**config.mk**
```make
export PLATFORM = sky130hd
export DESIGN_NAME = game_screen_sequencer_flat
export DESIGN_NICKNAME = d
export VERILOG_FILES = /design/src/rtl/game_screen_sequencer_if.sv /design/src/rtl/game_screen_sequencer.sv /design/src/flat_wrapper.sv
export SDC_FILE = /design/constraint.sdc
export NUM_CORES = 1
export LEC_CHECK = 0
export CORE_MARGIN = 5
export CORE_UTILIZATION = 40
export CTS_BUF_LIST = sky130_fd_sc_hd__clkbuf_4 sky130_fd_sc_hd__clkbuf_8
export CTS_CLUSTER_SIZE = 14
export DETAILED_ROUTE_END_ITERATION = 6
export SYNTH_ARGS = -nofsm -noshare
export SYNTH_HDL_FRONTEND = slang
export SYNTH_SLANG_ARGS = --single-unit
```
**constraint.sdc**
```tcl
create_clock -name vga_clk -period 2.88 [get_ports vga_clk]
set_input_delay 0.72 -clock vga_clk [delete_from_list [all_inputs] [get_ports vga_clk]]
set_output_delay 0.72 -clock vga_clk [all_outputs]
set_load 0.05 [all_outputs]
```
**src/rtl/game_screen_sequencer_if.sv**
```systemverilog
// Screen-sequencer bus: raw buttons, engine events, per-screen pixel sources and sequencer status.
// master = the surrounding breakout design, slave = game_screen_sequencer.
interface game_screen_sequencer_if;
  logic        start_btn;
  logic        pause_btn;
  logic        frame_tick;
  logic        game_win;
  logic        game_lose;
  logic [15:0] start_data;
  logic [15:0] play_data;
  logic [15:0] win_data;
  logic [15:0] lose_data;
  logic [15:0] pix_data;
  logic        game_active;
  logic        game_restart;
  logic        respawn;
  logic [3:0]  lives_left;
  logic [2:0]  state_code;
  logic [2:0]  state_leds;

  modport master (
    output start_btn, pause_btn, frame_tick, game_win, game_lose,
    output start_data, play_data, win_data, lose_data,
    input  pix_data, game_active, game_restart, respawn, lives_left, state_code, state_leds
  );

  modport slave (
    input  start_btn, pause_btn, frame_tick, game_win, game_lose,
    input  start_data, play_data, win_data, lose_data,
    output pix_data, game_active, game_restart, respawn, lives_left, state_code, state_leds
  );
endinterface

```
**src/rtl/game_screen_sequencer.sv**
```systemverilog
// Breakout screen flow: debounced start/pause, six-state game FSM, lives, pixel select/dim (SCREEN_AUTO_RETURN_EN adds timed WIN/LOSE exit).
// Latency: state and status outputs 1 cycle after the event, pix_data 1 cycle after the state; button press 2+DEBOUNCE_CYC+1 cycles.
// Backpressure: none; events are single-cycle pulses sampled every vga_clk cycle.
module game_screen_sequencer #(
  parameter int DEBOUNCE_CYC       = 100000,
  parameter int LIVES              = 3,
  parameter int RESPAWN_FRAMES     = 60,
  parameter int AUTO_RETURN_FRAMES = 600
) (
  input logic                    vga_clk,
  input logic                    sys_rst_n,
  game_screen_sequencer_if.slave scr
);

  if (DEBOUNCE_CYC < 2 || LIVES < 1 || LIVES > 15 || RESPAWN_FRAMES < 1 || AUTO_RETURN_FRAMES < 1) begin : g_bad_cfg
    $error("game_screen_sequencer: parameter out of range");
  end

  typedef enum logic [2:0] {
    ST_START     = 3'd0,
    ST_PLAY      = 3'd1,
    ST_PAUSE     = 3'd2,
    ST_LIFE_LOST = 3'd3,
    ST_WIN       = 3'd4,
    ST_LOSE      = 3'd5
  } state_t;

  localparam logic [19:0] CNT_LAST   = 20'(DEBOUNCE_CYC - 1);
  localparam logic [15:0] RESP_LAST  = 16'(RESPAWN_FRAMES - 1);
  localparam logic [3:0]  LIVES_INIT = 4'(LIVES);
`ifdef SCREEN_AUTO_RETURN_EN
  localparam logic [15:0] AUTO_LAST  = 16'(AUTO_RETURN_FRAMES - 1);
`endif

  // Index 0 = start button, 1 = pause button; all button levels are active-low.
  logic [1:0]  raw_btn, sync1, sync2, deb, deb_d, press;
  logic [19:0] deb_cnt [2];
  logic        start_press, pause_press;

  assign raw_btn     = {scr.pause_btn, scr.start_btn};
  assign start_press = press[0];
  assign pause_press = press[1];

  always_ff @(posedge vga_clk or negedge sys_rst_n) begin
    if (!sys_rst_n) begin
      sync1 <= '1;
      sync2 <= '1;
      deb   <= '1;
      deb_d <= '1;
      press <= '0;
      for (int i = 0; i < 2; i++) deb_cnt[i] <= '0;
    end else begin
      sync1 <= raw_btn;
      sync2 <= sync1;
      deb_d <= deb;
      press <= deb_d & ~deb;
      for (int i = 0; i < 2; i++) begin
        if (sync2[i] == deb[i]) begin
          deb_cnt[i] <= '0;
        end else if (deb_cnt[i] == CNT_LAST) begin
          deb[i]     <= sync2[i];
          deb_cnt[i] <= '0;
        end else begin
          deb_cnt[i] <= deb_cnt[i] + 20'd1;
        end
      end
    end
  end

  logic [2:0]  state;
  state_t      nxt_state;
  logic [3:0]  nxt_lives;
  logic        nxt_restart, nxt_respawn;
  logic [2:0]  nxt_leds;
  logic [15:0] frame_cnt;
  logic [15:0] pix_sel;

  always_comb begin
    nxt_state   = ST_START;
    nxt_lives   = scr.lives_left;
    nxt_restart = 1'b0;
    nxt_respawn = 1'b0;
    case (state)
      ST_START: begin
        if (start_press) begin
          nxt_state   = ST_PLAY;
          nxt_restart = 1'b1;
          nxt_lives   = LIVES_INIT;
        end else begin
          nxt_state = ST_START;
        end
      end
      ST_PLAY: begin
        if (scr.game_win) begin
          nxt_state = ST_WIN;
        end else if (scr.game_lose) begin
          if (scr.lives_left > 4'd1) begin
            nxt_state = ST_LIFE_LOST;
            nxt_lives = scr.lives_left - 4'd1;
          end else begin
            nxt_state = ST_LOSE;
            nxt_lives = 4'd0;
          end
        end else if (pause_press) begin
          nxt_state = ST_PAUSE;
        end else begin
          nxt_state = ST_PLAY;
        end
      end
      ST_PAUSE: begin
        if (start_press)      nxt_state = ST_START;
        else if (pause_press) nxt_state = ST_PLAY;
        else                  nxt_state = ST_PAUSE;
      end
      ST_LIFE_LOST: begin
        if (scr.frame_tick && frame_cnt == RESP_LAST) begin
          nxt_state   = ST_PLAY;
          nxt_respawn = 1'b1;
        end else begin
          nxt_state = ST_LIFE_LOST;
        end
      end
      ST_WIN, ST_LOSE: begin
        if (start_press)
          nxt_state = ST_START;
`ifdef SCREEN_AUTO_RETURN_EN
        else if (scr.frame_tick && frame_cnt == AUTO_LAST)
          nxt_state = ST_START;
`endif
        else
          nxt_state = (state == ST_WIN) ? ST_WIN : ST_LOSE;
      end
      default: nxt_state = ST_START;
    endcase
  end

  always_comb begin
    nxt_leds = 3'b001;
    case (nxt_state)
      ST_START:     nxt_leds = 3'b001;
      ST_PLAY:      nxt_leds = 3'b010;
      ST_PAUSE:     nxt_leds = 3'b011;
      ST_LIFE_LOST: nxt_leds = 3'b110;
      ST_WIN:       nxt_leds = 3'b100;
      ST_LOSE:      nxt_leds = 3'b101;
      default:      nxt_leds = 3'b001;
    endcase
  end

  // PAUSE halves each RGB565 channel of the play screen.
  always_comb begin
    pix_sel = 16'h0000;
    case (state)
      ST_START:              pix_sel = scr.start_data;
      ST_PLAY, ST_LIFE_LOST: pix_sel = scr.play_data;
      ST_PAUSE:              pix_sel = {1'b0, scr.play_data[15:12], 1'b0, scr.play_data[10:6],
                                        1'b0, scr.play_data[4:1]};
      ST_WIN:                pix_sel = scr.win_data;
      ST_LOSE:               pix_sel = scr.lose_data;
      default:               pix_sel = 16'h0000;
    endcase
  end

  always_ff @(posedge vga_clk or negedge sys_rst_n) begin
    if (!sys_rst_n) begin
      state            <= ST_START;
      frame_cnt        <= '0;
      scr.state_code   <= 3'd0;
      scr.state_leds   <= 3'b001;
      scr.game_active  <= 1'b0;
      scr.game_restart <= 1'b0;
      scr.respawn      <= 1'b0;
      scr.lives_left   <= LIVES_INIT;
      scr.pix_data     <= 16'h0000;
    end else begin
      state            <= nxt_state;
      scr.state_code   <= nxt_state;
      scr.state_leds   <= nxt_leds;
      scr.game_active  <= (nxt_state == ST_PLAY);
      scr.game_restart <= nxt_restart;
      scr.respawn      <= nxt_respawn;
      scr.lives_left   <= nxt_lives;
      scr.pix_data     <= pix_sel;
      // A tick landing on a state change is dropped so the new state starts from zero.
      if (nxt_state != state)
        frame_cnt <= '0;
      else if (scr.frame_tick && frame_cnt != 16'hFFFF)
        frame_cnt <= frame_cnt + 16'd1;
    end
  end

endmodule
```
**src/flat_wrapper.sv**
```systemverilog
// flat-port wrapper written by rule: the top's interface ports become plain ports
module game_screen_sequencer_flat 
#(
  parameter int DEBOUNCE_CYC       = 100000,
  parameter int LIVES              = 3,
  parameter int RESPAWN_FRAMES     = 60,
  parameter int AUTO_RETURN_FRAMES = 600
)
  (vga_clk, sys_rst_n, scr_start_btn, scr_pause_btn, scr_frame_tick, scr_game_win, scr_game_lose, scr_start_data, scr_play_data, scr_win_data, scr_lose_data, scr_pix_data, scr_game_active, scr_game_restart, scr_respawn, scr_lives_left, scr_state_code, scr_state_leds);
  game_screen_sequencer_if scr_i ();
  input logic vga_clk;
  input logic sys_rst_n;
  input wire logic [$bits(scr_i.start_btn)-1:0] scr_start_btn;
  input wire logic [$bits(scr_i.pause_btn)-1:0] scr_pause_btn;
  input wire logic [$bits(scr_i.frame_tick)-1:0] scr_frame_tick;
  input wire logic [$bits(scr_i.game_win)-1:0] scr_game_win;
  input wire logic [$bits(scr_i.game_lose)-1:0] scr_game_lose;
  input wire logic [$bits(scr_i.start_data)-1:0] scr_start_data;
  input wire logic [$bits(scr_i.play_data)-1:0] scr_play_data;
  input wire logic [$bits(scr_i.win_data)-1:0] scr_win_data;
  input wire logic [$bits(scr_i.lose_data)-1:0] scr_lose_data;
  output wire logic [$bits(scr_i.pix_data)-1:0] scr_pix_data;
  output wire logic [$bits(scr_i.game_active)-1:0] scr_game_active;
  output wire logic [$bits(scr_i.game_restart)-1:0] scr_game_restart;
  output wire logic [$bits(scr_i.respawn)-1:0] scr_respawn;
  output wire logic [$bits(scr_i.lives_left)-1:0] scr_lives_left;
  output wire logic [$bits(scr_i.state_code)-1:0] scr_state_code;
  output wire logic [$bits(scr_i.state_leds)-1:0] scr_state_leds;
  assign scr_i.start_btn = scr_start_btn;
  assign scr_i.pause_btn = scr_pause_btn;
  assign scr_i.frame_tick = scr_frame_tick;
  assign scr_i.game_win = scr_game_win;
  assign scr_i.game_lose = scr_game_lose;
  assign scr_i.start_data = scr_start_data;
  assign scr_i.play_data = scr_play_data;
  assign scr_i.win_data = scr_win_data;
  assign scr_i.lose_data = scr_lose_data;
  assign scr_pix_data = scr_i.pix_data;
  assign scr_game_active = scr_i.game_active;
  assign scr_game_restart = scr_i.game_restart;
  assign scr_respawn = scr_i.respawn;
  assign scr_lives_left = scr_i.lives_left;
  assign scr_state_code = scr_i.state_code;
  assign scr_state_leds = scr_i.state_leds;
  game_screen_sequencer #(.DEBOUNCE_CYC(DEBOUNCE_CYC), .LIVES(LIVES), .RESPAWN_FRAMES(RESPAWN_FRAMES), .AUTO_RETURN_FRAMES(AUTO_RETURN_FRAMES)) u_core (.vga_clk(vga_clk), .sys_rst_n(sys_rst_n), .scr(scr_i));
endmodule
```
# == Word level (Yosys, flattened, before mapping) ==
# Index checks and enable logic that the tools add are counted.
# totals
ff_bits,95
input_bits,71
out_inout_bits,29
elab_cells,83
# op_classes
addsub,4
n_lt_le_gt_ge,1
n_eq_ne,20
mux,28
bitwise,4
reduce_logical,10
# op_table
op,count
20-bit two-way mux,4
16-bit one-hot mux with 5 select lines,1
"20-bit by 1-bit adder with 20-bit output, second input constant",2
"20-bit by 17-bit equality test with 1-bit output, second input constant",2
16-bit two-way mux,2
3-bit one-hot mux with 5 select lines,2
"16-bit by 1-bit adder with 16-bit output, second input constant",1
"16-bit by 6-bit equality test with 1-bit output, second input constant",1
4-bit two-way mux,4
"16-bit != test, second input constant",1
3-bit two-way mux,5
"3-bit by 2-bit equality test with 1-bit output, second input constant",4
"3-bit equality test, second input constant",4
4-bit one-hot mux with 2 select lines,1
"3-bit by 1-bit equality test with 1-bit output, second input constant",2
1-bit two-way mux,6
2-bit two-way mux,3
"4-bit by 1-bit greater-than comparator with 1-bit output, second input constant",1
"2-bit != test, second input constant",2
2-bit AND reduction,2
4-bit AND reduction,1
2-bit nonzero test,2
2-bit OR reduction,2
"4-bit by 1-bit subtractor with 4-bit output, second input constant",1
8 further kinds,11

# == Logic depth before layout (Yosys ltp) ==
# logic_depth
ltp_word,7
mapped_depth,8
ltp_nobuf,7

# == Least setup slack after synthesis ==
# Ideal clock, no wire load.
# synth_timing
path_type,flip-flop to flip-flop
start,register u_core.scr.lives_left[0]
end,register u_core.frame_cnt[7]
setup_time_ns,0.120
arrival_time_ns,2.150
required_time_ns,2.760
setup_slack_ns,0.610
path_stages_with_launch,9
n_path_buf,1
period_less_slack_ns,2.270
cell_sequence,dfstp_2 > inv_1 > ha_1 > or2_2 > a31oi_1 > a21oi_1 > o311ai_4 > buf_6 > nor2_1
# synth_via
elab_chain_cells,7
word_cells_on_any_way,8
classes_between,order compare: 1; eq/ne: 1; mux: 5; reduce/logical: 1
# synth_lines
element,line_no,text
start: declaration,game_screen_sequencer_if.sv:30,"output pix_data, game_active, game_restart, respawn, lives_left, state_code, state_leds"
start signal: assignment,game_screen_sequencer.sv:182,scr.lives_left <= nxt_lives;
4-bit by 1-bit greater-than comparator with 1-bit output (*),game_screen_sequencer.sv:97,if (scr.lives_left > 4'd1) begin
3-bit two-way mux (*),game_screen_sequencer.sv:97,
3-bit two-way mux (*),game_screen_sequencer.sv:96,end else if (scr.game_lose) begin
3-bit two-way mux (*),game_screen_sequencer.sv:94,if (scr.game_win) begin
3-bit one-hot mux with 5 select lines (*),game_screen_sequencer.sv:83,case (state)
3-bit != test (*),game_screen_sequencer.sv:185,if (nxt_state != state)
16-bit two-way mux / 2-bit nonzero test (equally long branches),n/a,
end signal: assignment,game_screen_sequencer.sv:188,frame_cnt <= frame_cnt + 16'd1;
end: declaration,game_screen_sequencer.sv:75,logic [15:0] frame_cnt;
# Every way passes the cells marked *; elsewhere a longest branch is shown, timed or not.
# A chain may end at the register's enable or synchronous reset.

# == Final worst setup path ==
# layout_timing
start,register u_core.scr.lives_left[0]
end,output port scr_lives_left[0]
# layout_rtl
element,line_no,text
end: declaration,flat_wrapper.sv:26,output wire logic [$bits(scr_i.lives_left)-1:0] scr_lives_left;
# No word-level cell between the ends.

==> out/metrics.yaml <==
area_growth_pct: 27.75
setup_viol_count_final: 0
whs_ps: 361.0
worstReg2RegStart: "u_core.scr.lives_left[0]$_DFFE_PN1P_"
async_flop_share_pct: 100.0
status: "finished, final reports clean"
hold_buffers: 0
wl_per_cell_microns: 15.61
fin_nets: 669
critical_path_arrival_ps: 1760
grt_max_degree: 96
end_kind: "primary output"
ys_ff_latch: 95
gp_congestion: 0.8360
post_cts_buffers: 0
sw_frac_of_total_pct: 28.64
drtAntennaViolNets: 0
clockPowerShare_pct: 29.8
h-tree-depth: 3
path_buf_inv: 1
peakVddDrop_uv: 298.4
cp_slowest_cell: "clkdlybuf4s50_1"
tightestPinTransition_ps: 847.3
drive_above_1_share_pct: 7.860
die_h_microns: 119.7
drt-total-wl_microns: 11630
p_per_area_nw_per_um2: 438.3
critical-path-top-delay-family: "buffers and inverters"
fmax_ghz: 0.4030
cp_slowest_stage_delay_ps: 820
fin_skew_ps: 9.871
max_cap_viol_count: 0
worstPathMaxFanout: 5
power.leakage_nw: 2.485
cts-root-buf: "clkbuf_8"
hold_end: "u_core.sync2[0]$_DFF_PN1_"
reg2reg_slack_ps: 610
netlist_top_cells_area: "dfrtp_1, nor2_1, dfstp_2"
fill_cells: 1152
required_ps: 2160
dr.pass1.iters: 5
yosysWarnings: 0
start_util_pct: 40.42
crit_path_start_kind: "flop"
hp-class: "flop to flop"
synth.top_cell.area_share_pct: 43.66
seq_power_share_pct: 55.0
cts_sinks: 95
drtIter0Drc: 202
synth_edf_count: 0
syn_nets: 573
fin_setup_tns_ps: 0
fin_crit_sh_pct: 86.16
num_vias: 3940
min-delay-start: "u_core.sync1[0]$_DFF_PN1_"
rr_worst_depth: 8
overflow: 0
clkSlewWorstSetupHoldPaths_ps: 100
pin_count: 100
drc: 0
path_cells: "clkdlybuf4s50_1"
seq_area_frac_synth_pct: 49.66
cts_tree: "yes"
grt_pass1_vias: 3939
diodes: 0
min_period_ps: 2481
grt_usage_pct: 16.63
crit_cells: 1
p_comb_share_pct: 15.2
insertion_delay_ps: 360
synth_area_per_cell_sq_um: 9.687
intPower_mw: 1.924
grt_antenna_before_repair: 0
routed_via_density: 5.289
critPathKind: "flop to primary output"
grt_pass1_wl_microns: 19410
core_sq_um: 11910
power_switching_uw: 771.9
final_hold_viol_count: 0
cts_buffers: 9
die_x_microns: 119.7
hpwlAfterDp_microns: 8330
cts_resized: 0
synthCells: 497
timing.slew.headroom_pct: 42.99
grt_setup_unrepaired: "false"
r2r-end: "u_core.frame_cnt[15]$_DFFE_PN0P_"
synth_area_sq_um: 4815
synthDistinctLibCells: 48
dieArea_sq_um: 14330
rows: 40
holdPathStages: 0
finalMaxSlewViolations: 0
clockBufferDepth: 2
ys.flop_type: "dfrtp_1"
io_buffer_count: 99
synth_largest_area_cell: "dfrtp_1"
==> sequential cells by signal (all words and copies together), names as in the netlist <==
signal	cells
u_core.deb_cnt	40
u_core.deb	2
u_core.scr.pix_data	16
u_core.frame_cnt	16
u_core.scr.game_restart	1
u_core.sync1	2
u_core.scr.game_active	1
u_core.press	2
u_core.scr.respawn	1
u_core.scr.lives_left	4
u_core.deb_d	2
u_core.scr.state_leds	3
u_core.sync2	2
u_core.scr.state_code	3
==> stage by stage <==
stage               power [mW]  worst slack [ps]  instance area [sq um]  util, %  instances
CTS                      2.737             362.3                   6151    51.64        745
detailed placement       1.919             364.5                   5978    50.19        729
floorplan                1.710             609.7                   4815        -        497
finish                   2.696             398.5                   6151    51.64        745
global placement         1.910             382.9                   5978    50.19        729
global route             2.846             339.0                   6151    51.64        745
==> final cells by class <==
| class | count | area, sq um | area share [%] |
|---|---|---|---|
| Clock buffer | 9 | 123.9 | 2.014 |
| Inverter | 9 | 33.78 | 0.5492 |
| Clock inverter | 7 | 48.80 | 0.7933 |
| Multi-Input combinational cell | 370 | 2283 | 37.12 |
| Timing Repair Buffer | 108 | 1086 | 17.66 |
| Sequential cell | 95 | 2391 | 38.87 |
| Tap cell | 147 | 183.9 | 2.990 |
==> kinds of logic after synthesis <==
family | share of synthesized area (%)
buf+inv | 2.911
compound gates | 11.67
flops | 49.66
mux | 4.418
simple gates | 21.49
fa+ha+maj | 1.299
xor+xnor | 8.550
==> power by group through the flow <==
stage                     Sequential [mW]  Clock, mW  Combinational [mW]
final                                1.48      0.804               0.408
after global routing                 1.50      0.892               0.454
after CTS                            1.48      0.842               0.414
after detailed placement             1.51          0               0.413
after global placement               1.50          0               0.406
after floorplan                      1.53          0               0.182
==> placed cells by master, fill, tap and decap left out, types with 3 or more instances in the layout <==
master	n
nand2_1	26
and2_1	5
a21oi_1	30
clkinv_2	3
ha_1	5
nand2b_1	4
and4_1	7
nand4_1	13
a211oi_1	3
o22ai_1	13
xor2_1	27
dfstp_2	11
xnor2_1	20
nor2_1	87
a22oi_1	12
nor4_1	12
inv_1	9
clkdlybuf4s50_1	95
clkbuf_8	9
and3_1	5
dfrtp_1	84
buf_12	3
nand3_1	22
mux2i_1	19
nor2b_1	8
buf_4	10
o21ai_0	12
a31oi_1	5
nor3_1	12
==> layer usage <==
metal  share of wire, %  track usage (%)  vias up  routed length (microns)
met3                5.3            4.053       14                      617
li1                   -                -     1941                        -
met1                 47            21.86     1878                     5411
met4                1.9            6.013        0                      221
met2                 46            26.77      107                     5377
met5                  0                0        -                        0
==> worst max path at each step <==
stage                                         startpoint                          endpoint  slack (ps)
floorplan           u_core.scr.lives_left[0]$_DFFE_PN1P_   u_core.frame_cnt[7]$_DFFE_PN0P_         610
global placement                          scr_frame_tick  u_core.frame_cnt[15]$_DFFE_PN0P_         380
detailed placement                        scr_frame_tick  u_core.frame_cnt[15]$_DFFE_PN0P_         360
CTS                 u_core.scr.lives_left[0]$_DFFE_PN1P_                 scr_lives_left[0]         360
global route        u_core.scr.lives_left[0]$_DFFE_PN1P_                 scr_lives_left[0]         340
finish              u_core.scr.lives_left[0]$_DFFE_PN1P_                 scr_lives_left[0]         400
==> cells in the mapped netlist, drive strengths merged (2+ instances only) <==
library cell	instances
and4	7
nand4	13
a22oi	12
a211oi	3
mux2i	19
buf	10
and2	5
xor2	27
o21a	2
dfrtp	84
a21oi	30
mux2	2
dfstp	11
nor2b	8
or2	3
nor3	12
ha	5
nand2b	4
xnor2	20
and3	5
clkbuf	13
nand3	22
nor4	12
a31oi	5
o311ai	2
nand2	26
nor2	87
o21ai	12
inv	9
o22ai	13
(Power assumes the default switching activity.)
